File: config.mk
export PLATFORM = sky130hd
export DESIGN_NAME = pipe_control_unit_flat
export DESIGN_NICKNAME = d
export VERILOG_FILES = /design/src/rtl/pipe_control_unit_if.sv /design/src/rtl/pipe_control_unit.sv /design/src/flat_wrapper.sv
export SDC_FILE = /design/constraint.sdc
export NUM_CORES = 1
export LEC_CHECK = 0
export CORE_MARGIN = 2
export CORE_UTILIZATION = 55
export CTS_CLUSTER_DIAMETER = 80
export DETAILED_ROUTE_END_ITERATION = 8
export DONT_BUFFER_PORTS = 1
export PLACE_DENSITY = 0.71
export SLEW_MARGIN = 20
export SYNTH_ARGS = -nofsm -noshare
export SYNTH_HDL_FRONTEND = slang
export SYNTH_SLANG_ARGS = --single-unit
File: constraint.sdc
create_clock -name clk -period 4.9 [get_ports clk]
set_clock_uncertainty 0.05 [all_clocks]
set_input_delay 0.735 -clock clk [delete_from_list [all_inputs] [get_ports clk]]
set_output_delay 0.735 -clock clk [all_outputs]
set_load 0.03 [all_outputs]
File: src/rtl/pipe_control_unit_if.sv
// Port bundle for the pipelined main control: ID-stage fields in, staged
// control words, destinations and hazard/illegal status out.
interface pipe_control_unit_if #(
  parameter int REG_W = 5,
  parameter int CNT_W = 8
);
  // id_valid qualifies the ID fields for the current cycle. There is no ready:
  // the only back-pressure is stall, and the datapath re-presents the same
  // instruction on the cycle after stall is seen high.
  logic             id_valid;
  logic [5:0]       opCode;
  logic [REG_W-1:0] id_rs;
  logic [REG_W-1:0] id_rt;
  logic [REG_W-1:0] id_rd;
  logic             flush;

  logic [3:0]       ex_ctrl;
  logic [REG_W-1:0] ex_rt;
  logic [2:0]       mem_ctrl;
  logic [REG_W-1:0] mem_dest;
  logic [1:0]       wb_ctrl;
  logic [REG_W-1:0] wb_dest;
  logic             stall;
  logic             illegal;
  logic [CNT_W-1:0] illegal_cnt;

  modport master (
    output id_valid, opCode, id_rs, id_rt, id_rd, flush,
    input  ex_ctrl, ex_rt, mem_ctrl, mem_dest, wb_ctrl, wb_dest,
    input  stall, illegal, illegal_cnt
  );

  modport slave (
    input  id_valid, opCode, id_rs, id_rt, id_rd, flush,
    output ex_ctrl, ex_rt, mem_ctrl, mem_dest, wb_ctrl, wb_dest,
    output stall, illegal, illegal_cnt
  );
endinterface

File: src/rtl/pipe_control_unit.sv
// MIPS pipelined main control: ID decode, ID/EX -> EX/MEM -> MEM/WB control
// registers, load-use stall, branch flush and illegal-opcode accounting.
module pipe_control_unit #(
  parameter int REG_W     = 5,
  parameter bit HAZARD_EN = 1'b1,
  parameter int CNT_W     = 8
) (
  input  logic                 clk,
  input  logic                 reset,
  pipe_control_unit_if.slave   bus
);

  localparam logic [5:0] OP_RTYPE = 6'b000000;
  localparam logic [5:0] OP_LB    = 6'b100000;
  localparam logic [5:0] OP_SB    = 6'b101000;
  localparam logic [5:0] OP_BEQ   = 6'b000100;
  localparam logic [5:0] OP_ADDI  = 6'b001000;

  localparam logic [CNT_W-1:0] CNT_MAX = {CNT_W{1'b1}};
  localparam logic [CNT_W-1:0] CNT_ONE = {{(CNT_W-1){1'b0}}, 1'b1};

  // Control word bit order:
  // [8] RegDst [7] ALUSrc [6] MemtoReg [5] RegWrite
  // [4] MemRead [3] MemWrite [2] Branch [1:0] ALUOp
  logic [8:0]       dec_word;
  logic             dec_legal;
  logic             reads_rt;
  logic [REG_W-1:0] dec_dest;

  always_comb begin
    dec_word  = 9'b000_000_000;
    dec_legal = 1'b0;
    reads_rt  = 1'b0;
    case (bus.opCode)
      OP_RTYPE: begin dec_word = 9'b100_100_010; dec_legal = 1'b1; reads_rt = 1'b1; end
      OP_LB:    begin dec_word = 9'b011_110_000; dec_legal = 1'b1; end
      OP_SB:    begin dec_word = 9'b010_001_000; dec_legal = 1'b1; reads_rt = 1'b1; end
      OP_BEQ:   begin dec_word = 9'b000_000_101; dec_legal = 1'b1; reads_rt = 1'b1; end
      OP_ADDI:  begin dec_word = 9'b010_100_000; dec_legal = 1'b1; end
      default:  begin dec_word = 9'b000_000_000; dec_legal = 1'b0; end
    endcase
    if (!bus.id_valid) dec_word = 9'b000_000_000;
  end

  assign dec_dest = dec_word[8] ? bus.id_rd : bus.id_rt;

  // ID/EX
  logic [3:0]       idex_ex;
  logic [2:0]       idex_m;
  logic [1:0]       idex_wb;
  logic [REG_W-1:0] idex_dest;
  logic [REG_W-1:0] idex_rt;
  // EX/MEM
  logic [2:0]       exmem_m;
  logic [1:0]       exmem_wb;
  logic [REG_W-1:0] exmem_dest;
  // MEM/WB
  logic [1:0]       memwb_wb;
  logic [REG_W-1:0] memwb_dest;

  logic             illegal_q;
  logic [CNT_W-1:0] illegal_cnt_q;

  // A load whose target is $0 never creates a dependence.
  logic load_use;
  logic stall;
  logic illegal_hit;

  assign load_use = bus.id_valid & idex_m[2] & (idex_rt != '0) &
                    ((idex_rt == bus.id_rs) | (reads_rt & (idex_rt == bus.id_rt)));
  assign stall       = HAZARD_EN & load_use;
  assign illegal_hit = bus.id_valid & ~dec_legal & ~stall & ~bus.flush;

  always_ff @(posedge clk or posedge reset) begin
    if (reset) begin
      idex_ex   <= '0;
      idex_m    <= '0;
      idex_wb   <= '0;
      idex_dest <= '0;
      idex_rt   <= '0;
    end else if (bus.flush | stall) begin
      idex_ex   <= '0;
      idex_m    <= '0;
      idex_wb   <= '0;
      idex_dest <= '0;
      idex_rt   <= '0;
    end else begin
      idex_ex   <= {dec_word[8], dec_word[7], dec_word[1:0]};
      idex_m    <= dec_word[4:2];
      idex_wb   <= dec_word[6:5];
      idex_dest <= dec_dest;
      idex_rt   <= bus.id_rt;
    end
  end

  always_ff @(posedge clk or posedge reset) begin
    if (reset) begin
      exmem_m    <= '0;
      exmem_wb   <= '0;
      exmem_dest <= '0;
    end else if (bus.flush) begin
      exmem_m    <= '0;
      exmem_wb   <= '0;
      exmem_dest <= '0;
    end else begin
      exmem_m    <= idex_m;
      exmem_wb   <= idex_wb;
      exmem_dest <= idex_dest;
    end
  end

  // The branch resolving in MEM is older than the flush, so MEM/WB keeps it.
  always_ff @(posedge clk or posedge reset) begin
    if (reset) begin
      memwb_wb   <= '0;
      memwb_dest <= '0;
    end else begin
      memwb_wb   <= exmem_wb;
      memwb_dest <= exmem_dest;
    end
  end

  always_ff @(posedge clk or posedge reset) begin
    if (reset) begin
      illegal_q     <= 1'b0;
      illegal_cnt_q <= '0;
    end else begin
      illegal_q <= illegal_hit;
      if (illegal_hit && (illegal_cnt_q != CNT_MAX))
        illegal_cnt_q <= illegal_cnt_q + CNT_ONE;
    end
  end

  assign bus.ex_ctrl     = idex_ex;
  assign bus.ex_rt       = idex_rt;
  assign bus.mem_ctrl    = exmem_m;
  assign bus.mem_dest    = exmem_dest;
  assign bus.wb_ctrl     = memwb_wb;
  assign bus.wb_dest     = memwb_dest;
  assign bus.stall       = stall;
  assign bus.illegal     = illegal_q;
  assign bus.illegal_cnt = illegal_cnt_q;

endmodule

File: src/flat_wrapper.sv
// flat-port wrapper written by rule: the top's interface ports become plain ports
module pipe_control_unit_flat 
#(
  parameter int REG_W     = 5,
  parameter bit HAZARD_EN = 1'b1,
  parameter int CNT_W     = 8
)
  (clk, reset, bus_id_valid, bus_opCode, bus_id_rs, bus_id_rt, bus_id_rd, bus_flush, bus_ex_ctrl, bus_ex_rt, bus_mem_ctrl, bus_mem_dest, bus_wb_ctrl, bus_wb_dest, bus_stall, bus_illegal, bus_illegal_cnt);
  pipe_control_unit_if #(.REG_W(REG_W), .CNT_W(CNT_W)) bus_i ();
  input  logic clk;
  input  logic reset;
  input wire logic [$bits(bus_i.id_valid)-1:0] bus_id_valid;
  input wire logic [$bits(bus_i.opCode)-1:0] bus_opCode;
  input wire logic [$bits(bus_i.id_rs)-1:0] bus_id_rs;
  input wire logic [$bits(bus_i.id_rt)-1:0] bus_id_rt;
  input wire logic [$bits(bus_i.id_rd)-1:0] bus_id_rd;
  input wire logic [$bits(bus_i.flush)-1:0] bus_flush;
  output wire logic [$bits(bus_i.ex_ctrl)-1:0] bus_ex_ctrl;
  output wire logic [$bits(bus_i.ex_rt)-1:0] bus_ex_rt;
  output wire logic [$bits(bus_i.mem_ctrl)-1:0] bus_mem_ctrl;
  output wire logic [$bits(bus_i.mem_dest)-1:0] bus_mem_dest;
  output wire logic [$bits(bus_i.wb_ctrl)-1:0] bus_wb_ctrl;
  output wire logic [$bits(bus_i.wb_dest)-1:0] bus_wb_dest;
  output wire logic [$bits(bus_i.stall)-1:0] bus_stall;
  output wire logic [$bits(bus_i.illegal)-1:0] bus_illegal;
  output wire logic [$bits(bus_i.illegal_cnt)-1:0] bus_illegal_cnt;
  assign bus_i.id_valid = bus_id_valid;
  assign bus_i.opCode = bus_opCode;
  assign bus_i.id_rs = bus_id_rs;
  assign bus_i.id_rt = bus_id_rt;
  assign bus_i.id_rd = bus_id_rd;
  assign bus_i.flush = bus_flush;
  assign bus_ex_ctrl = bus_i.ex_ctrl;
  assign bus_ex_rt = bus_i.ex_rt;
  assign bus_mem_ctrl = bus_i.mem_ctrl;
  assign bus_mem_dest = bus_i.mem_dest;
  assign bus_wb_ctrl = bus_i.wb_ctrl;
  assign bus_wb_dest = bus_i.wb_dest;
  assign bus_stall = bus_i.stall;
  assign bus_illegal = bus_i.illegal;
  assign bus_illegal_cnt = bus_i.illegal_cnt;
  pipe_control_unit #(.REG_W(REG_W), .HAZARD_EN(HAZARD_EN), .CNT_W(CNT_W)) u_core (.clk(clk), .reset(reset), .bus(bus_i));
endmodule
==> results.cfg <==
[logic_synthesis]
synthTopCellsByArea = dfrtp_1 (60%), xnor2_1 (4.1%), xor2_1 (4.1%), nor2b_1 (3.3%), mux2i_1 (2.9%)
yosys-mux-area-fraction_pct = 3.60
yosysWarnings = 0
syn_avg_cell_area_um2 = 12.3
syn-num-nets = 164
yosys.area_share.simple_pct = 20.7
netlist_area_mm2 = 0.00170
ys_ff_latch = 41
synthAdderAreaFrac_pct = 0.734
synth_top_family_by_area = simple AND/OR/NAND/NOR gates
synth_compound_area_share_pct = 3.30
synthXorXnorAreaFrac_pct = 8.22
synth_cells = 138
synth_top_area_share_pct = 60.2
yosysTopAreaCell = dfrtp_1
ys_seq_area_share_pct = 60.2
synth.distinct_cells = 35

[grt]
grt_max_degree = 30
grt_pass1_vias = 1007
antenna_found_initial = 0
grt_pass1_wl_um = 4780
gr-total-overflow = 0
grt_usage_pct = 18.7

[layout]
fin_nets = 165
design_area_mm2 = 0.00179
area.growth.synth_to_final_pct = 5.29
stdcell_count = 173
diodes = 0
drive_above_1_share_pct = 15.7

[clocking]
cts.clk_slew.worst_paths_ps = 120
cts_resized = 0
holdBufCountCts = 0
post_cts_buffers = 0
htreeDepth = 2
tritoncts = yes
cts.sinks = 41
cts_buffers = 5
cts_root_buffer = clkbuf_4
clock_latency_ps = 350
cts_buffer_depth = 2

[worst_setup_path]
worstPathCellList = xnor2_1, nand4_1, nor4b_1, o21ai_2, inv_6
path_max_fanout = 6
slowest_stage = dfrtp_1
critPathRequiredTime_ps = 4120
crit_path_start_kind = flip-flop
cp_top_family = flip-flops
worstSetupEndpointType = output port
criticalPathCategory = reg -> out
path_buf_inv = 1
critPathArrivalTime_ps = 2000
cpPeakStageDelay_ps = 610

[floorplanning]
start_util_pct = 56.7
coreArea_mm2 = 0.00300
fp.dieArea_mm2 = 0.00356
die_height_um = 59.7
io_pins = 59
die_w_um = 59.7
rows = 20

[place]
hpwlAfterDp_um = 2160
gp_congestion = 0.791
io_buffers = 0
placed_cells = 165
place_area_mm2 = 0.00171

[power]
irDropWorstVdd_v = 0.000301
comb_power_share_pct = 9.8
p_leak_nw = 0.797
p_seq_share_pct = 61.9
p_int_w = 0.000516
sw_frac_of_total_pct = 33.1
powerDensity_mw_per_mm2 = 430
pwr-share-clk_pct = 28.3
netSwitchingPower_w = 0.000255

[timing]
fmax_mhz = 359
min_period_ps = 2790
period_share_pct = 56.9
setup_viol_count_final = 0
finalSetupTns_ps = 0
worstMarginPinSlew_ps = 560
slew_viol_final = 0
rsz0062_at_grt = no
timing.slew.headroom_pct = 62.7
hold_viol = 0

[drt]
drt_wl_total_um = 2900
first_pass_iters = 4
wire_per_inst_um = 16.8
avgViaCountPerCell = 5.80
drtAntennaViolNets = 0
initialDrtViolationCount = 36
drc = 0
vias = 1003

[min_path]
hp-class = in -> async

[job]
cap_violations = 0

[status]
outcome = finished clean
[per-layer routing]
layer / up-vias / global-route usage [%] / wire length (um)
met5: - / 0 / 0
met4: 0 / 6.67 / 51
met3: 5 / 8.44 / 293
met2: 54 / 27.5 / 1380
met1: 481 / 24.5 / 1180
li1: 463 / - / -
[kinds of logic after synthesis]
logic type,after synthesis
adder cells (fa/ha/maj),1
AO/OA/AOI/OAI,8
AND/OR/NAND/NOR,57
XOR/XNOR,16
flip-flops,41
buffers and inverters,9
multiplexers,6
[cells in the final DEF (no fill, tap or decap), types with 4 or more instances in the layout]
| cell | n |
|---|---|
| xor2_1 | 8 |
| dfrtp_1 | 41 |
| nor2_1 | 10 |
| nor4_1 | 4 |
| nor4_2 | 4 |
| mux2i_1 | 5 |
| xnor2_1 | 8 |
| nand3_1 | 4 |
| nand2_1 | 6 |
| clkbuf_4 | 5 |
| and2_1 | 5 |
| nor2b_1 | 9 |
[cells in the mapped netlist, drive strengths merged]
cell,instances
and2,5
xnor2,8
and3,1
o21ai,3
a21bo,1
clkbuf,2
inv,2
mux2i,5
nor3,4
nand2,6
nor2b,9
ha,1
buf,5
a21oi,2
o311a,1
or2,2
xor2,8
or3,1
nor2,10
a21o,1
nor4,8
mux2,1
nand4,2
nor4b,3
dfrtp,41
nand2b,2
nand3,4
[layout make-up]
cell class,count,area [um2]
clock buffer,5,37.5
clock inverter,3,46.3
fill,256,1210
inverter,2,12.5
multi-input combinational,88,623
sequential,41,1030
tap,33,41.3
timing repair buffer,1,7.51
[power by group through the flow]
| stage | combinational [W] | sequential, W | clock, W |
|---|---|---|---|
| finish | 0.0000754 | 0.000478 | 0.000218 |
| detailed placement | 0.0000761 | 0.000485 | 0 |
| CTS | 0.0000766 | 0.000478 | 0.000223 |
| global route | 0.0000880 | 0.000486 | 0.000239 |
| global placement | 0.0000724 | 0.000483 | 0 |
| floorplan | 0.0000675 | 0.000473 | 0 |
[sequential cells by signal, indices dropped and copies added, names as in the netlist]
name                    flops
u_core.bus.illegal          1
u_core.bus.ex_rt            5
u_core.bus.illegal_cnt      8
u_core.idex_wb              1
u_core.bus.mem_ctrl         3
u_core.bus.mem_dest         5
u_core.exmem_wb             1
u_core.bus.ex_ctrl          3
u_core.bus.wb_dest          5
u_core.idex_dest            5
u_core.idex_m               2
u_core.bus.wb_ctrl          2
[final timing paths]
check	start	end	cells past startpoint	slack [ps]
setup reg to reg	u_core.bus.ex_rt[1]	u_core.bus.ex_ctrl[2]	5	2620
hold reg to reg	u_core.exmem_wb[0]	u_core.bus.wb_ctrl[0]	0	310
max in group asynchronous	reset	u_core.bus.mem_dest[1]	2	3980
min in group clk	u_core.exmem_wb[0]	u_core.bus.wb_ctrl[0]	0	310
hold / removal	reset	u_core.bus.illegal_cnt[7]	1	150
setup / recovery	u_core.bus.ex_rt[1]	bus_stall	5	2110
[through the flow]
step                      power (W)  util, %  setup slack (ps)  hold slack, ps
final                      0.000771     59.8              2110             152
after global routing       0.000812     59.8              1980             160
after CTS                  0.000778     59.8              2080             149
after detailed placement   0.000561     57.0              2140             286
after global placement     0.000556     57.0              2220             283
after floorplan            0.000541        -              2340             281
No activity file was read; power rests on OpenSTA's default activity.
